## config.mk

```make
export PLATFORM = sky130hd
export DESIGN_NAME = pe_job_sequencer
export DESIGN_NICKNAME = d
export VERILOG_FILES = /design/src/rtl/pe_job_sequencer.sv
export SDC_FILE = /design/constraint.sdc
export NUM_CORES = 1
export LEC_CHECK = 0
export BUFFER_PORTS_ARGS = -buffer_cell sky130_fd_sc_hd__buf_4
export CORE_MARGIN = 3
export CORE_UTILIZATION = 55
export DETAILED_ROUTE_END_ITERATION = 10
export GPL_TIMING_DRIVEN = 0
export HOLD_SLACK_MARGIN = 0.1
export PLACE_DENSITY = 0.86
export SYNTH_ARGS = -nofsm -noshare
export SYNTH_HDL_FRONTEND = slang
export SYNTH_SLANG_ARGS = --single-unit
```

## constraint.sdc

```tcl
create_clock -name clk -period 3.4 [get_ports clk]
set_input_delay 0.17 -clock clk [delete_from_list [all_inputs] [get_ports clk]]
set_output_delay 0.17 -clock clk [all_outputs]
set_load 0.01 [all_outputs]
```

## src/rtl/pe_job_sequencer.sv

```systemverilog
// pe_job_sequencer: sequences one convolution job (filter load, tagged IFMap load, start, Psum drain) through a PE.
// Revision: 1.0
`default_nettype none

module pe_job_sequencer #(
  parameter int IFMAP_WIDTH  = 18,
  parameter int FILTER_WIDTH = 16,
  parameter int PSUM_WIDTH   = 16,
  parameter int CNT_SIZE     = 8,
  parameter int STRIDE_SIZE  = 3
) (
  input  logic                     clk,
  input  logic                     rst,
  input  logic                     cfg_valid,
  output logic                     cfg_ready,
  input  logic [1:0]               cfg_filter_size,
  input  logic [STRIDE_SIZE-1:0]   cfg_stride,
  input  logic [CNT_SIZE-1:0]      cfg_row_len,
  input  logic [CNT_SIZE-1:0]      cfg_num_rows,
  input  logic [CNT_SIZE-1:0]      cfg_num_psum,
  input  logic                     ifm_valid,
  output logic                     ifm_ready,
  input  logic [IFMAP_WIDTH-3:0]   ifm_data,
  input  logic                     flt_valid,
  output logic                     flt_ready,
  input  logic [FILTER_WIDTH-1:0]  flt_data,
  output logic [IFMAP_WIDTH-1:0]   pe_ifmap_wdata,
  output logic                     pe_wen_ifmap,
  input  logic                     pe_ifmap_full,
  output logic [FILTER_WIDTH-1:0]  pe_filter_wdata,
  output logic                     pe_wen_filter,
  input  logic                     pe_filter_full,
  output logic                     pe_start,
  output logic [STRIDE_SIZE-1:0]   pe_stride,
  output logic [1:0]               pe_filter_size,
  input  logic                     pe_done,
  output logic                     pe_ren_psum,
  input  logic [PSUM_WIDTH-1:0]    pe_psum_rdata,
  output logic                     psum_valid,
  input  logic                     psum_ready,
  output logic [PSUM_WIDTH-1:0]    psum_data,
  output logic                     busy,
  output logic                     job_done,
  output logic                     cfg_err
);

  typedef enum logic [2:0] {
    IDLE      = 3'd0,
    LOAD_FLT  = 3'd1,
    LOAD_IFM  = 3'd2,
    START     = 3'd3,
    WAIT_DONE = 3'd4,
    DRAIN     = 3'd5
  } state_t;

  localparam logic [CNT_SIZE-1:0] CNT_ONE = CNT_SIZE'(1);

  state_t state, state_next;

  logic [1:0]              k_reg;
  logic [STRIDE_SIZE-1:0]  stride_reg;
  logic [CNT_SIZE-1:0]     row_len_reg, num_rows_reg, num_psum_reg;
  logic [3:0]              flt_cnt;
  logic [CNT_SIZE-1:0]     col_cnt, row_cnt, psum_cnt;
  logic                    rd_pend, out_valid;
  logic [PSUM_WIDTH-1:0]   out_data;
  logic                    cfg_err_reg, job_done_reg;

  logic       cfg_zero, cfg_accept;
  logic       flt_hs, ifm_hs, psum_hs;
  logic       flt_last, col_last, ifm_last, psum_last;
  logic [3:0] k_sq;
  logic [1:0] tag;

  assign cfg_zero   = (cfg_filter_size == 2'd0) || (cfg_row_len == '0) ||
                      (cfg_num_rows == '0) || (cfg_num_psum == '0);
  assign cfg_accept = (state == IDLE) && cfg_valid && !cfg_zero;

  assign k_sq     = {2'b00, k_reg} * {2'b00, k_reg};
  assign flt_hs   = (state == LOAD_FLT) && flt_valid && !pe_filter_full;
  assign flt_last = (flt_cnt == k_sq - 4'd1);

  assign ifm_hs   = (state == LOAD_IFM) && ifm_valid && !pe_ifmap_full;
  assign col_last = (col_cnt == row_len_reg - CNT_ONE);
  assign ifm_last = col_last && (row_cnt == num_rows_reg - CNT_ONE);

  // A single-column row is both first and last, hence 2'b11.
  always_comb begin
    tag = 2'b00;
    if (row_len_reg == CNT_ONE) tag = 2'b11;
    else if (col_cnt == '0)     tag = 2'b10;
    else if (col_last)          tag = 2'b01;
  end

  // Read data is presented straight from the PE in its valid cycle and only
  // captured if downstream stalls, giving valid two cycles after pe_done.
  assign psum_valid = (state == DRAIN) && (rd_pend || out_valid);
  assign psum_data  = rd_pend ? pe_psum_rdata : out_data;
  assign psum_hs    = psum_valid && psum_ready;
  assign psum_last  = (psum_cnt == num_psum_reg - CNT_ONE);

  assign pe_wen_filter   = flt_hs;
  assign pe_filter_wdata = flt_hs ? flt_data : '0;
  assign pe_wen_ifmap    = ifm_hs;
  assign pe_ifmap_wdata  = ifm_hs ? {tag, ifm_data} : '0;
  assign pe_stride       = stride_reg;
  assign pe_filter_size  = k_reg;
  assign cfg_err         = cfg_err_reg;
  assign job_done        = job_done_reg;

  always_ff @(posedge clk or posedge rst) begin
    if (rst) state <= IDLE;
    else     state <= state_next;
  end

  always_comb begin
    state_next  = state;
    cfg_ready   = 1'b0;
    flt_ready   = 1'b0;
    ifm_ready   = 1'b0;
    pe_start    = 1'b0;
    pe_ren_psum = 1'b0;
    busy        = 1'b1;
    case (state)
      IDLE: begin
        cfg_ready = 1'b1;
        busy      = 1'b0;
        if (cfg_accept) state_next = LOAD_FLT;
      end
      LOAD_FLT: begin
        flt_ready = !pe_filter_full;
        if (flt_hs && flt_last) state_next = LOAD_IFM;
      end
      LOAD_IFM: begin
        ifm_ready = !pe_ifmap_full;
        if (ifm_hs && ifm_last) state_next = START;
      end
      START: begin
        pe_start   = 1'b1;
        state_next = WAIT_DONE;
      end
      WAIT_DONE: begin
        if (pe_done) state_next = DRAIN;
      end
      DRAIN: begin
        pe_ren_psum = !out_valid && !rd_pend && (psum_cnt != num_psum_reg);
        if (psum_hs && psum_last) state_next = IDLE;
      end
      default: state_next = IDLE;
    endcase
  end

  always_ff @(posedge clk or posedge rst) begin
    if (rst) begin
      k_reg        <= '0;
      stride_reg   <= '0;
      row_len_reg  <= '0;
      num_rows_reg <= '0;
      num_psum_reg <= '0;
      flt_cnt      <= '0;
      col_cnt      <= '0;
      row_cnt      <= '0;
      psum_cnt     <= '0;
      rd_pend      <= 1'b0;
      out_valid    <= 1'b0;
      out_data     <= '0;
      cfg_err_reg  <= 1'b0;
      job_done_reg <= 1'b0;
    end else begin
      cfg_err_reg  <= (state == IDLE) && cfg_valid && cfg_zero;
      job_done_reg <= (state == DRAIN) && psum_hs && psum_last;

      if (cfg_accept) begin
        k_reg        <= cfg_filter_size;
        stride_reg   <= cfg_stride;
        row_len_reg  <= cfg_row_len;
        num_rows_reg <= cfg_num_rows;
        num_psum_reg <= cfg_num_psum;
        flt_cnt      <= '0;
        col_cnt      <= '0;
        row_cnt      <= '0;
        psum_cnt     <= '0;
      end

      if (flt_hs) flt_cnt <= flt_last ? 4'd0 : flt_cnt + 4'd1;

      if (ifm_hs) begin
        if (col_last) begin
          col_cnt <= '0;
          row_cnt <= ifm_last ? '0 : row_cnt + CNT_ONE;
        end else begin
          col_cnt <= col_cnt + CNT_ONE;
        end
      end

      rd_pend <= pe_ren_psum;
      if (rd_pend) begin
        out_data  <= pe_psum_rdata;
        out_valid <= !psum_ready;
      end else if (out_valid && psum_ready) begin
        out_valid <= 1'b0;
      end

      if (psum_hs) psum_cnt <= psum_last ? '0 : psum_cnt + CNT_ONE;
    end
  end

endmodule

`default_nettype wire

```

# Yosys cells after proc, flatten, opt, wreduce, memory -nomap -nowiden
# Cells that the tools add are included.
[op_classes]
addsub = 8
n_mul = 1
eq_ne = 16
mux = 32
reduce_logical = 39
[ops]
columns = ["cell", "count"]
rows = [
  ["$mux W8", 9],
  ["$logic_not A8 Y1", 4],
  ["$mux W16", 2],
  ["$add A8 B1 Y8 const B", 3],
  ["$eq A8 B8 Y1", 3],
  ["$sub A8 B1 Y8 const B", 3],
  ["$logic_and A1 B1 Y1", 18],
  ["$mux W18", 1],
  ["$pmux W3 S6", 1],
  ["$mux W3", 5],
  ["$mux W4", 3],
  ["$mux W1", 9],
  ["$eq A8 B1 Y1 const B", 1],
  ["$ne A8 B8 Y1", 1],
  ["$reduce_bool A2 Y1", 4],
  ["$eq A3 B2 Y1 const B", 2],
  ["$eq A3 B3 Y1 const B", 2],
  ["$logic_not A1 Y1", 6],
  ["$ne A2 B1 Y1 const B", 3],
  ["$reduce_and A5 Y1", 1],
  ["$add A4 B1 Y4 const B", 1],
  ["$eq A4 B4 Y1", 1],
  ["$logic_or A1 B1 Y1", 4],
  ["$mul A2 B2 Y4", 1],
  ["other kinds (6)", 8],
]
[word_totals]
register_bits = 80
inputBits = 86
output_inout_bits = 66
wordCells = 111

# Longest topological paths before layout
# Gate-level depths: netlist of run 1.
[depth]
depth_word = 9
depth_mapped = 11
mapped_depth_nobuf = 9

# Worst setup path after synthesis of run 1
# OpenSTA, ideal clock, no wires.
[synth_path]
path_kind = "reg-to-reg"
start = "register row_len_reg[0]"
end = "register col_cnt[6]"
setup_time_ps = 132
arrival_time_ps = 2116
t_required_ps = 3268
path_slack_ps = 1152
stages_incl_launch_ff = 11
path_buffers = 2
period_less_slack_ps = 2248
path_cell_list = "dfrtp_1 > inv_1 > ha_1 > buf_2 > o2111ai_1 > o21ai_0 > nor4_4 > a21oi_2 > buf_4 > a41oi_1 > a31oi_1"
[synth_via]
elab_chain_cells = 4
[synth_rtl]
columns = ["item", "line_no", "source"]
rows = [
  ["from (decl)", "62", "logic [CNT_SIZE-1:0] row_len_reg, num_rows_reg, num_psum_reg;"],
  ["from (signal assigned)", "176", "row_len_reg <= cfg_row_len;"],
  ["$sub A8 B1 Y8", "84", "assign col_last = (col_cnt == row_len_reg - CNT_ONE);"],
  ["$eq A8 B8 Y1", "84", ""],
  ["$mux W8", "188", "if (col_last) begin"],
  ["$mux W8", "187", "if (ifm_hs) begin"],
  ["to (signal assigned)", "192", "col_cnt <= col_cnt + CNT_ONE;"],
  ["to (decl)", "64", "logic [CNT_SIZE-1:0] col_cnt, row_cnt, psum_cnt;"],
]
# Every way passes these cells.
# A chain may end at the register's enable or synchronous reset.

# Final worst setup path of run 1
[layout_path]
start = "register row_len_reg[0]"
end = "output pe_ifmap_wdata[16]"
[layout_via]
elab_chain_cells = 6
[layout_rtl]
columns = ["item", "line_no", "source"]
rows = [
  ["$sub A8 B1 Y8", "84", ""],
  ["$eq A8 B8 Y1", "84", ""],
  ["$mux W1", "92", "else if (col_last) tag = 2'b01;"],
  ["$mux W2", "91", "else if (col_cnt == '0) tag = 2'b10;"],
  ["$mux W2 *", "90", "if (row_len_reg == CNT_ONE) tag = 2'b11;"],
  ["$mux W18 *", "105", "assign pe_ifmap_wdata = ifm_hs ? {tag, ifm_data} : '0;"],
  ["to (decl)", "27", "output logic [IFMAP_WIDTH-1:0] pe_ifmap_wdata,"],
]
# Mark *: on every way between the ends. The rest lies on a longest branch, timed or not.

==> results of run 1 <==
worst register-to-register path: cells and delay by family (launching register included):
| kind | cells | cell delay, ps |
|---|---|---|
| buffers and inverters | 2 | 360 |
| and+or+nand+nor | 2 | 230 |
| AOI/OAI and AO/OA | 5 | 1090 |
| DFF | 1 | 460 |
| adders and majority gates | 1 | 220 |
final cells by class:
cell class / instances / area share [%]
buffer: 21 / 1.63
tap: 105 / 1.97
sequential: 80 / 30.0
clock inverter: 6 / 1.11
inverter: 23 / 1.33
timing repair buffer: 200 / 24.6
multi-input combinational: 337 / 37.3
clock buffer: 10 / 2.06
cell usage in the layout (no fill, tap or decap), drive strengths merged, types with 3 or more instances in the layout:
master / netlist / final
buf: 12 / 164
o31ai: 3 / 3
a41oi: 3 / 3
xor2: 16 / 16
nor3b: 4 / 4
o21bai: 4 / 4
nand2b: 17 / 17
a21oi: 16 / 16
a21o: 4 / 4
and2: 3 / 3
ha: 10 / 10
o21ai: 18 / 18
or3: 3 / 3
nand2: 27 / 27
nor3: 11 / 11
mux2: 45 / 45
and3: 41 / 41
o2bb2ai: 3 / 3
nand3: 13 / 13
dlygate4sd3: 0 / 48
dfrtp: 80 / 80
a211oi: 3 / 3
nand3b: 7 / 7
inv: 23 / 26
a31oi: 6 / 6
or4: 3 / 3
a2bb2oi: 4 / 4
xnor2: 16 / 16
nand4: 4 / 4
nor2: 17 / 17
nor4: 13 / 13
clkbuf: 9 / 19
kinds of logic (layout without fill, tap and decap cells):
logic type	Yosys count	after routing	synth area share (%)
adders and majority gates	10	10	2.67
AOI/OAI and AO/OA	79	79	11.6
muxes	45	45	10.8
DFF	80	80	42.7
xor gates and xnor gates	32	32	5.98
buffers and inverters	44	260	4.16
and+or+nand+nor	171	171	22.1
path summary, 6_finish.rpt:
path,from,to,cells past startpoint
worst min register to register,out_data[10]$_DFF_PP0_,out_data[10]$_DFF_PP0_,1
worst min-delay path,rst,num_psum_reg[1]$_DFFE_PP0P_,3
min in group clk,flt_valid,state[1]$_DFFE_PP0P_,4
worst max-delay path,row_len_reg[0]$_DFFE_PP0P_,pe_ifmap_wdata[16],10
worst max register to register,num_psum_reg[1]$_DFFE_PP0P_,psum_cnt[4]$_DFFE_PP0P_,10
max in group asynchronous,rst,row_cnt[3]$_DFF_PP0_,4
per-layer routing:
layer	vias up	track usage, %	share of wire, %
met4	0	10.2	2.3
met5	-	0	0
met3	27	4.50	6.2
met2	189	52.0	52
met1	2152	33.5	39
li1	2099	-	-
where the power goes:
part           switching, mW  internal [mW]  total, mW
Combinational          0.988           1.06       2.04
Sequential             0.319           1.28       1.60
Clock                  0.376          0.370      0.746
Total                   1.68           2.71       4.39
==> impl_metrics.yaml, run 1 <==
yosys:
  synth-seq-area-share_pct: 42.7
  synth_common_cells: "80 x dfrtp_1, 45 x mux2_2, 41 x and3_1"
  synthCells: 461
  synthArstFlopShare_pct: 100
  synth_edf_count: 0
  postSynthAreaPerCell_um2: 10.2
  yosys_most_used_dff: "dfrtp_1"
  ys_seq_elements: 80
  synth.area.top_cells: "dfrtp_1 43%, mux2_2 11%, and3_1 5.5%, xnor2_1 3.0%, xor2_1 3.0%"
  ys_warn_count: 0
  synth_area_mm2: 0.00469
  synth_cell_type_count: 61
  synth_top_area_share_pct: 42.7
  synth.most_common_cell: "dfrtp_1"
  synth_top_cell_by_area: "dfrtp_1"
  synth_nets: 557
timing:
  fin_crit_ps: 2700
  timing.final.crit_share_pct: 79.5
  relSlewSlack_pct: 50.1
  rsz0062_at_grt: "no"
  finalHoldViolCount: 0
  setup_slack_ps: 698
  timing.fmax_mhz: 370
  setup_tns_ps: 0
  finalSetupViolations: 0
  slew_violations: 0
  finalClockSkew_ps: 13.9
  whs_ps: 327
  worst_pin_slew_ps: 742
clock_network:
  cts_tree: "done"
  clock_path_buffers: 2
  cts_made_buffers: 9
  worst_skew_pair.late_latency_ps: 360
  cts_hold_buf: 48
  post-cts-setup-buffer-count: 0
  htree_levels: 3
  cts_root_buf: "clkbuf_8"
  cts_resized: 0
  cts_num_sinks: 80
  path_clk_slew_ps: 100
global_route:
  grt_pass1_wl_um: 22300
  grt_pass1_vias: 4653
  grt_max_degree: 64
  grt_usage_pct: 28.4
  antenna_found_initial: 0
  grt.overflow.total: 0
detailed_routing:
  firstDrtPassIters: 4
  vias_per_cell: 5.71
  dr_total_vias: 4467
  drt_iter0_drc: 255
  ant_nets: 0
  wl_per_cell_um: 17.2
  wl_um: 13500
  drc: 0
floorplanning:
  core_mm2: 0.00826
  dieArea_mm2: 0.00967
  fp.dieH_um: 98.3
  io_pins: 152
  die_x_um: 98.3
  placementRows: 33
  initial_core_util_pct: 56.8
power_and_ir_drop:
  ir_drop_mv: 0.436
  power_mw: 4.39
  p_per_area_mw_per_mm2: 658
  power_leakage_nw: 3.26
setup_path:
  cp_max_fo: 8
  max_stage_delay_ps: 490
  cp.required_ps: 3230
  crit_slowest_cell: "nor4_4"
  crit_arrival_ps: 2530
  cp_top_family: "simple AND/OR/NAND/NOR gates"
  worstSetupPathType: "reg2out"
  cp-end-kind: "primary output"
  start_kind: "flip-flop"
  cp_num_buf_inv: 3
  rrSetupSlack_ps: 910
  cp_cell_sequence: "inv_1 > ha_1 > buf_2 > nand4b_1 > o2111ai_1 > o21ai_0 > nor4_4 > nand3_1 > a21oi_1 > buf_4"
placement:
  gp_congestion: 0.818
  dpl.cell_count: 718
  hpwl_um: 9300
  place_ws_ps: 920
  port_buffers: 151
  placed_area_mm2: 0.00598
final_layout:
  post-route-cell-area_mm2: 0.00668
  largest_reg_flops: 16
  fillers: 513
  largest_register: "out_data"
  finalNonFillerCells: 782
  multi_input_area_mm2: 0.00249
  areaGrowthSynthToFinish_pct: 42.4
  final_core_util_pct: 80.8
  diodes: 0
  seqCellArea_mm2: 0.00200
  final_layout_size_suffix_gt1_share_pct: 35.6
  nNetsFinal: 768
hold_path:
  holdCritPathClass: "in2async"
run_status:
  status: "completed"
job:
  maxCapViolCount: 0
Note: power is estimated with default switching activity, not from simulation.
==> run 2: changes to the inputs <==
--- a/config.mk
+++ b/config.mk
@@ -5,13 +5,14 @@
 export SDC_FILE = /design/constraint.sdc
 export NUM_CORES = 1
 export LEC_CHECK = 0
+export ABC_AREA = 1
 export BUFFER_PORTS_ARGS = -buffer_cell sky130_fd_sc_hd__buf_4
 export CORE_MARGIN = 3
-export CORE_UTILIZATION = 55
+export CORE_UTILIZATION = 52
 export DETAILED_ROUTE_END_ITERATION = 10
 export GPL_TIMING_DRIVEN = 0
 export HOLD_SLACK_MARGIN = 0.1
-export PLACE_DENSITY = 0.86
+export PLACE_DENSITY = 0.81
 export SYNTH_ARGS = -nofsm -noshare
 export SYNTH_HDL_FRONTEND = slang
 export SYNTH_SLANG_ARGS = --single-unit
==> constraint.sdc (replaced) <==
create_clock -name clk -period 2.71 [get_ports clk]
set_input_delay 0.1355 -clock clk [delete_from_list [all_inputs] [get_ports clk]]
set_output_delay 0.1355 -clock clk [all_outputs]
set_load 0.01 [all_outputs]
==> run 2 against run 1 <==
- synthesized cell count increased by 36%
- combinational power increased by 39%
- critical path depth increased by 4
- die area is 9.0% higher
- critical endpoint unchanged
==> impl_metrics.yaml, run 2 <==
yosys:
  synth_edf_count: 0
  synth_top_area_share_pct: 41.2
  synth_area_mm2: 0.00486
  yosys.area_share.adder_pct: 2.57
  synth_mux_area_share_pct: 4.40
  synth-simple-area-share_pct: 25.7
  synth_top_cell_by_area: "dfrtp_1"
  ys_seq_elements: 80
  yosys_most_used_dff: "dfrtp_1"
  synth_common_cells: "113 x nand2_1, 106 x inv_1, 80 x dfrtp_1"
  synth_nets: 725
  synth-seq-area-share_pct: 41.2
  synth.area.top_cells: "dfrtp_1 41%, nand2_1 8.7%, inv_1 8.2%, nor2_1 6.0%, nand3_1 4.4%"
  synthArstFlopShare_pct: 100
  synth_top_family_by_area: "simple AND/OR/NAND/NOR gates"
  synth.most_common_cell: "nand2_1"
  yosys.area_share.xor_xnor_pct: 7.93
  ys_warn_count: 0
  synthCells: 629
  postSynthAreaPerCell_um2: 7.73
  synth_compound_area_share_pct: 7.90
  synth_cell_type_count: 39
floorplanning:
  die_x_um: 103
  placementRows: 34
  core_mm2: 0.00889
  dieArea_mm2: 0.0105
  initial_core_util_pct: 54.7
  io_pins: 152
  fp.dieH_um: 103
global_route:
  grt_pass1_vias: 4994
  antenna_found_initial: 1
  grt_max_degree: 61
  grt.overflow.total: 0
  grt_pass1_wl_um: 23300
  grt_usage_pct: 28.3
detailed_routing:
  wl_um: 14400
  drt_iter0_drc: 392
  top_layer: "met4"
  vias_per_cell: 5.21
  drc: 0
  route.met2.wl_um: 7260
  ant_nets: 0
  m1WireLength_um: 5680
  wl_per_cell_um: 15.1
  dr_total_vias: 4963
  route.met3.wl_um: 991
  firstDrtPassIters: 5
clock_network:
  cts_root_buf: "clkbuf_8"
  worst_skew_pair.late_latency_ps: 380
  cts_num_sinks: 80
  htree_levels: 3
  cts_tree: "done"
  path_clk_slew_ps: 90
  clock_path_buffers: 2
  cts_made_buffers: 9
setup_path:
  critPathMostFrequentCell: "nand2_1"
  start_kind: "flip-flop"
  max_stage_delay_ps: 450
  cp_num_buf_inv: 3
  r2r-start: "num_rows_reg[0]$_DFFE_PP0P_"
  cp_top_family: "simple AND/OR/NAND/NOR gates"
  crit_slowest_cell: "dfrtp_2"
  cp-end-kind: "primary output"
  worstSetupPathType: "reg2out"
  crit_arrival_ps: 2410
  crit_start: "row_len_reg[0]$_DFFE_PP0P_"
  cp_cell_sequence: "inv_2 > ha_2 > nand2_1 > nand2_1 > nor2_1 > nand2_1 > nor2_1 > nand2_1 > nor2_2 > nand3_4 > inv_2 > nand2_1 > o21ai_0 > buf_4"
  cp_max_fo: 10
  cp.required_ps: 2570
power_and_ir_drop:
  power_leakage_nw: 3.61
  ir_drop_mv: 0.449
  p_per_area_mw_per_mm2: 845
  power_mw: 5.80
placement:
  port_buffers: 151
  dpl.cell_count: 889
  gp_congestion: 0.932
  placed_area_mm2: 0.00616
  place_ws_ps: 566
  hpwl_um: 9930
timing:
  relSlewSlack_pct: 65.7
  finalHoldViolCount: 0
  worst_pin_slew_ps: 515
  rsz0062_at_grt: "no"
  fin_crit_ps: 2550
  slew_violations: 0
  finalSetupViolations: 0
  finalClockSkew_ps: 18.9
  timing.fmax_mhz: 393
  setup_tns_ps: 0
  whs_ps: 140
  timing.final.crit_share_pct: 93.9
  setup_slack_ps: 164
hold_path:
  holdCritPathClass: "in2reg"
  hp-start: "cfg_num_psum[7]"
run_status:
  status: "completed"
final_layout:
  areaGrowthSynthToFinish_pct: 41.3
  nNetsFinal: 935
  final_core_util_pct: 77.2
  largest_reg_flops: 16
  post-route-cell-area_mm2: 0.00687
  final_cell_mix: "152 x buf_4, 113 x nand2_1, 104 x inv_1"
  final_common_cell: "buf_4"
  largest_register: "out_data"
  finalNonFillerCells: 953
  final_layout_size_suffix_gt1_share_pct: 27.0
job:
  maxCapViolCount: 0
-- run 2: cell count changes after synthesis, sizes merged, moves of 17 or more --
cell / before / now
nor2: 17 / 83
mux2: 45 / 19
nand2: 27 / 116
nand2b: 17 / 0
o21ai: 18 / 49
and3: 41 / 1
inv: 23 / 116
nand3: 13 / 46
-- run 2: worst paths after layout --
check	endpoint	slack (ps)	cells past startpoint
setup / recovery	pe_ifmap_wdata[16]	160	14
hold / removal	num_psum_reg[7]$_DFFE_PP0P_	140	3
setup reg to reg	state[0]$_DFFE_PP0P_	550	11
hold reg to reg	pe_stride[0]$_DFFE_PP0P_	500	1
max in group asynchronous	state[2]$_DFFE_PP0P_	1820	4
min in group asynchronous	out_data[10]$_DFF_PP0_	280	3
-- run 2: final cells by class --
class,instances,area (um^2)
Sequential cell,80,2000
Clock inverter,7,106
Clock buffer,9,124
Antenna cell,1,2.50
Fill cell,579,2020
Timing Repair Buffer,199,1630
Inverter,116,438
Multi-Input combinational cell,419,2360
Tap cell,108,135
Buffer,14,66.3
-- run 2: timing repair --
| action | CTS | global route |
|---|---|---|
| buffers inserted | 0 | 0 |
| hold endpoints to repair | 126 | 0 |
| hold buffers | 47 | 0 |
| setup endpoints to repair | 0 | 1 |
| gates resized for setup | 0 | 3 |
-- run 2: worst register-to-register path: stages (launching register included) --
cell and delay, ps:
dfrtp_1 380, inv_1 90, ha_1 310, xnor2_1 140
a21oi_1 160, nand3_1 110, nor2_1 150, nand3_1 240
o21bai_4 250, nand2_1 90, nand2_1 70, nand2_1 60
-- run 2: power breakdown --
| part | switching, mW | internal [mW] |
|---|---|---|
| clock | 0.517 | 0.539 |
| combinational | 1.59 | 1.24 |
| sequential | 0.352 | 1.57 |
-- run 2: routing by layer --
metal  vias up  track usage, %
met4         0            13.0
met2       225            50.3
met3        38            5.01
met1      2299            33.1
met5         -               0
li1       2401               -
-- run 2: logic make-up after synthesis --
kind of cell	after synthesis
AND/OR/NAND/NOR	277
buffers and inverters	130
flip-flops	80
AO/OA/AOI/OAI	69
XOR/XNOR	44
multiplexers	19
adder cells (fa/ha/maj)	10
==> run 3: changes to the inputs <==
--- a/config.mk
+++ b/config.mk
@@ -6,7 +6,7 @@
 export NUM_CORES = 1
 export LEC_CHECK = 0
 export ABC_AREA = 1
-export BUFFER_PORTS_ARGS = -buffer_cell sky130_fd_sc_hd__buf_4
+export BUFFER_PORTS_ARGS = -buffer_cell sky130_fd_sc_hd__buf_2
 export CORE_MARGIN = 3
 export CORE_UTILIZATION = 52
 export DETAILED_ROUTE_END_ITERATION = 10
==> run 3 against run 2 <==
- setup slack better by 86 ps
- final cell count is 0.10% higher
- count of clock-buffer cells in the layout stayed put
- first-iteration DRC count is 52% lower
- sequential share of layout area is 1.7 points higher
- clock power hardly changed
- non-clock buffer count is 1 higher
==> impl_metrics.yaml, run 3 (same netlist as run 2, synthesis figures left out) <==
setup_path:
  crit_arrival_ps: 2320
  rr_worst_depth: 13
  cp.required_ps: 2570
  r2r-start: "row_len_reg[1]$_DFFE_PP0P_"
  critPathMostFrequentCell: "nand2_1"
  rrSetupSlack_ps: 470
  r2r-end: "state[0]$_DFFE_PP0P_"
  crit_slowest_cell: "dfrtp_1"
  cp_top_family: "simple AND/OR/NAND/NOR gates"
  worstSetupPathType: "reg2out"
  cp_num_buf_inv: 3
  cp_cell_sequence: "inv_1 > ha_1 > nand2_2 > nor2_4 > xor2_1 > nand2_1 > nor2_2 > nand3_4 > inv_2 > nand2_1 > o21ai_0 > buf_2"
  cp_max_fo: 5
  max_stage_delay_ps: 400
  start_kind: "flip-flop"
  cp-end-kind: "primary output"
power_and_ir_drop:
  power_leakage_nw: 3.53
  seqPwrFrac_pct: 33.9
  p_switching_mw: 2.46
  switching_share_pct: 43.6
  ir_drop_mv: 0.507
  p_per_area_mw_per_mm2: 869
  pwr-share-clk_pct: 18.8
  power_mw: 5.65
  power.internal_mw: 3.18
  p_comb_share_pct: 47.3
timing:
  finalClockSkew_ps: 18.2
  fin_crit_ps: 2460
  finalSetupViolations: 0
  relSlewSlack_pct: 64.1
  timing.final.crit_share_pct: 90.8
  timing.fmax_mhz: 407
  slew_violations: 0
  setup_tns_ps: 0
  worst_pin_slew_ps: 538
  rsz0062_at_grt: "no"
  finalHoldViolCount: 0
floorplanning:
  placementRows: 34
  io_pins: 152
  core_mm2: 0.00889
  fp.dieH_um: 103
  die_x_um: 103
  dieArea_mm2: 0.0105
  initial_core_util_pct: 54.7
run_status:
  status: "completed"
final_layout:
  nNetsFinal: 936
  final_cell_mix: "159 x buf_2, 113 x nand2_1, 105 x inv_1"
  final_common_cell: "buf_2"
  largest_reg_flops: 16
  finalNonFillerCells: 954
  fillers: 651
  final_layout_size_suffix_gt1_share_pct: 26.9
  largest_register: "out_data"
  areaGrowthSynthToFinish_pct: 33.6
clock_network:
  cts_num_sinks: 80
  path_clk_slew_ps: 90
  clock_path_buffers: 2
  htree_levels: 3
  cts_tree: "done"
  cts_root_buf: "clkbuf_8"
  worst_skew_pair.late_latency_ps: 370
  cts_made_buffers: 9
global_route:
  grt_usage_pct: 27.9
  grt.overflow.total: 0
  grt_pass1_wl_um: 22900
  grt_pass1_vias: 5147
  antenna_found_initial: 1
  grt_max_degree: 63
detailed_routing:
  wl_um: 14400
  ant_nets: 0
  vias_per_cell: 5.25
  wl_per_cell_um: 15.0
  firstDrtPassIters: 5
  drt_iter0_drc: 188
  dr_total_vias: 5013
  drc: 0
placement:
  port_buffers: 151
  dpl.cell_count: 889
  gp_congestion: 0.942
  hpwl_um: 9780
job:
  maxCapViolCount: 0
hold_path:
  holdCritPathClass: "in2reg"
  hp-start: "cfg_num_psum[7]"
  hold_end: "num_psum_reg[7]$_DFFE_PP0P_"
  hold_depth: 3
run 3: area by class of cell:
class	count	area, um^2	share of cell area (%)
Antenna cell	1	2.50	0.0385
Buffer	14	66.3	1.02
Clock buffer	9	124	1.91
Clock inverter	7	109	1.68
Timing Repair Buffer	200	1260	19.4
Tap cell	108	135	2.08
Inverter	116	438	6.74
Sequential cell	80	2000	30.8
Multi-Input combinational cell	419	2360	36.3
run 3: worst max path at each step:
stage | from | end | slack (ps) | depth (start not counted)
3_5_place_dp | row_len_reg[0]$_DFFE_PP0P_ | pe_ifmap_wdata[16] | 540 | 15
5_1_grt | row_len_reg[1]$_DFFE_PP0P_ | pe_ifmap_wdata[16] | 70 | 15
2_1_floorplan | rst | cfg_err$_DFF_PP0_ | 520 | 1
3_3_place_gp | rst | col_cnt[2]$_DFFE_PP0P_ | -330 | 2
4_1_cts | row_len_reg[0]$_DFFE_PP0P_ | pe_ifmap_wdata[16] | 140 | 15
6_report | row_len_reg[1]$_DFFE_PP0P_ | pe_ifmap_wdata[16] | 250 | 12
run 3: power groups by stage:
stage,Clock (mW),Sequential [mW],Combinational (mW)
2_1_floorplan,0,1.84,1.84
3_3_place_gp,0,1.88,2.39
3_5_place_dp,0,1.90,2.53
4_1_cts,1.06,1.89,2.61
5_1_grt,1.12,1.96,2.98
6_report,1.06,1.92,2.67
run 3: timing repair:
| item | in CTS | in global routing |
|---|---|---|
| hold buffers | 47 | 0 |
| setup buffers | 0 | 1 |
| endpoints found under the hold margin | 126 | 0 |
| setup endpoints to repair | 0 | 1 |
| resized for setup | 0 | 1 |
run 3: metrics by stage:
stage	hold slack, ps	utilization (%)	setup WS [ps]	instance area (um^2)
2_1_floorplan	202	-	523	4860
3_3_place_gp	301	64.7	-334	5750
3_5_place_dp	98.9	65.0	538	5780
4_1_cts	132	72.9	139	6480
5_1_grt	172	73.1	73.0	6500
6_report	159	73.1	250	6500
run 3: routing by layer:
layer / routed length [um] / track usage (%) / vias to the layer above
met5: 0 / 0 / -
met4: 672 / 15.7 / 0
met3: 951 / 4.06 / 63
met2: 7240 / 50.6 / 253
met1: 5490 / 31.0 / 2299
li1: - / - / 2398
run 3: worst reg2reg max path, cell delays in order, from the launching register on:
cell	delay, ps
dfrtp_1	400
inv_1	140
ha_1	220
nand2_2	90
nor2_4	130
xor2_1	170
nand2_1	100
nor2_2	190
nand3_4	110
buf_4	190
o21bai_4	170
nand2_1	100
nand2_1	80
nand2_1	50
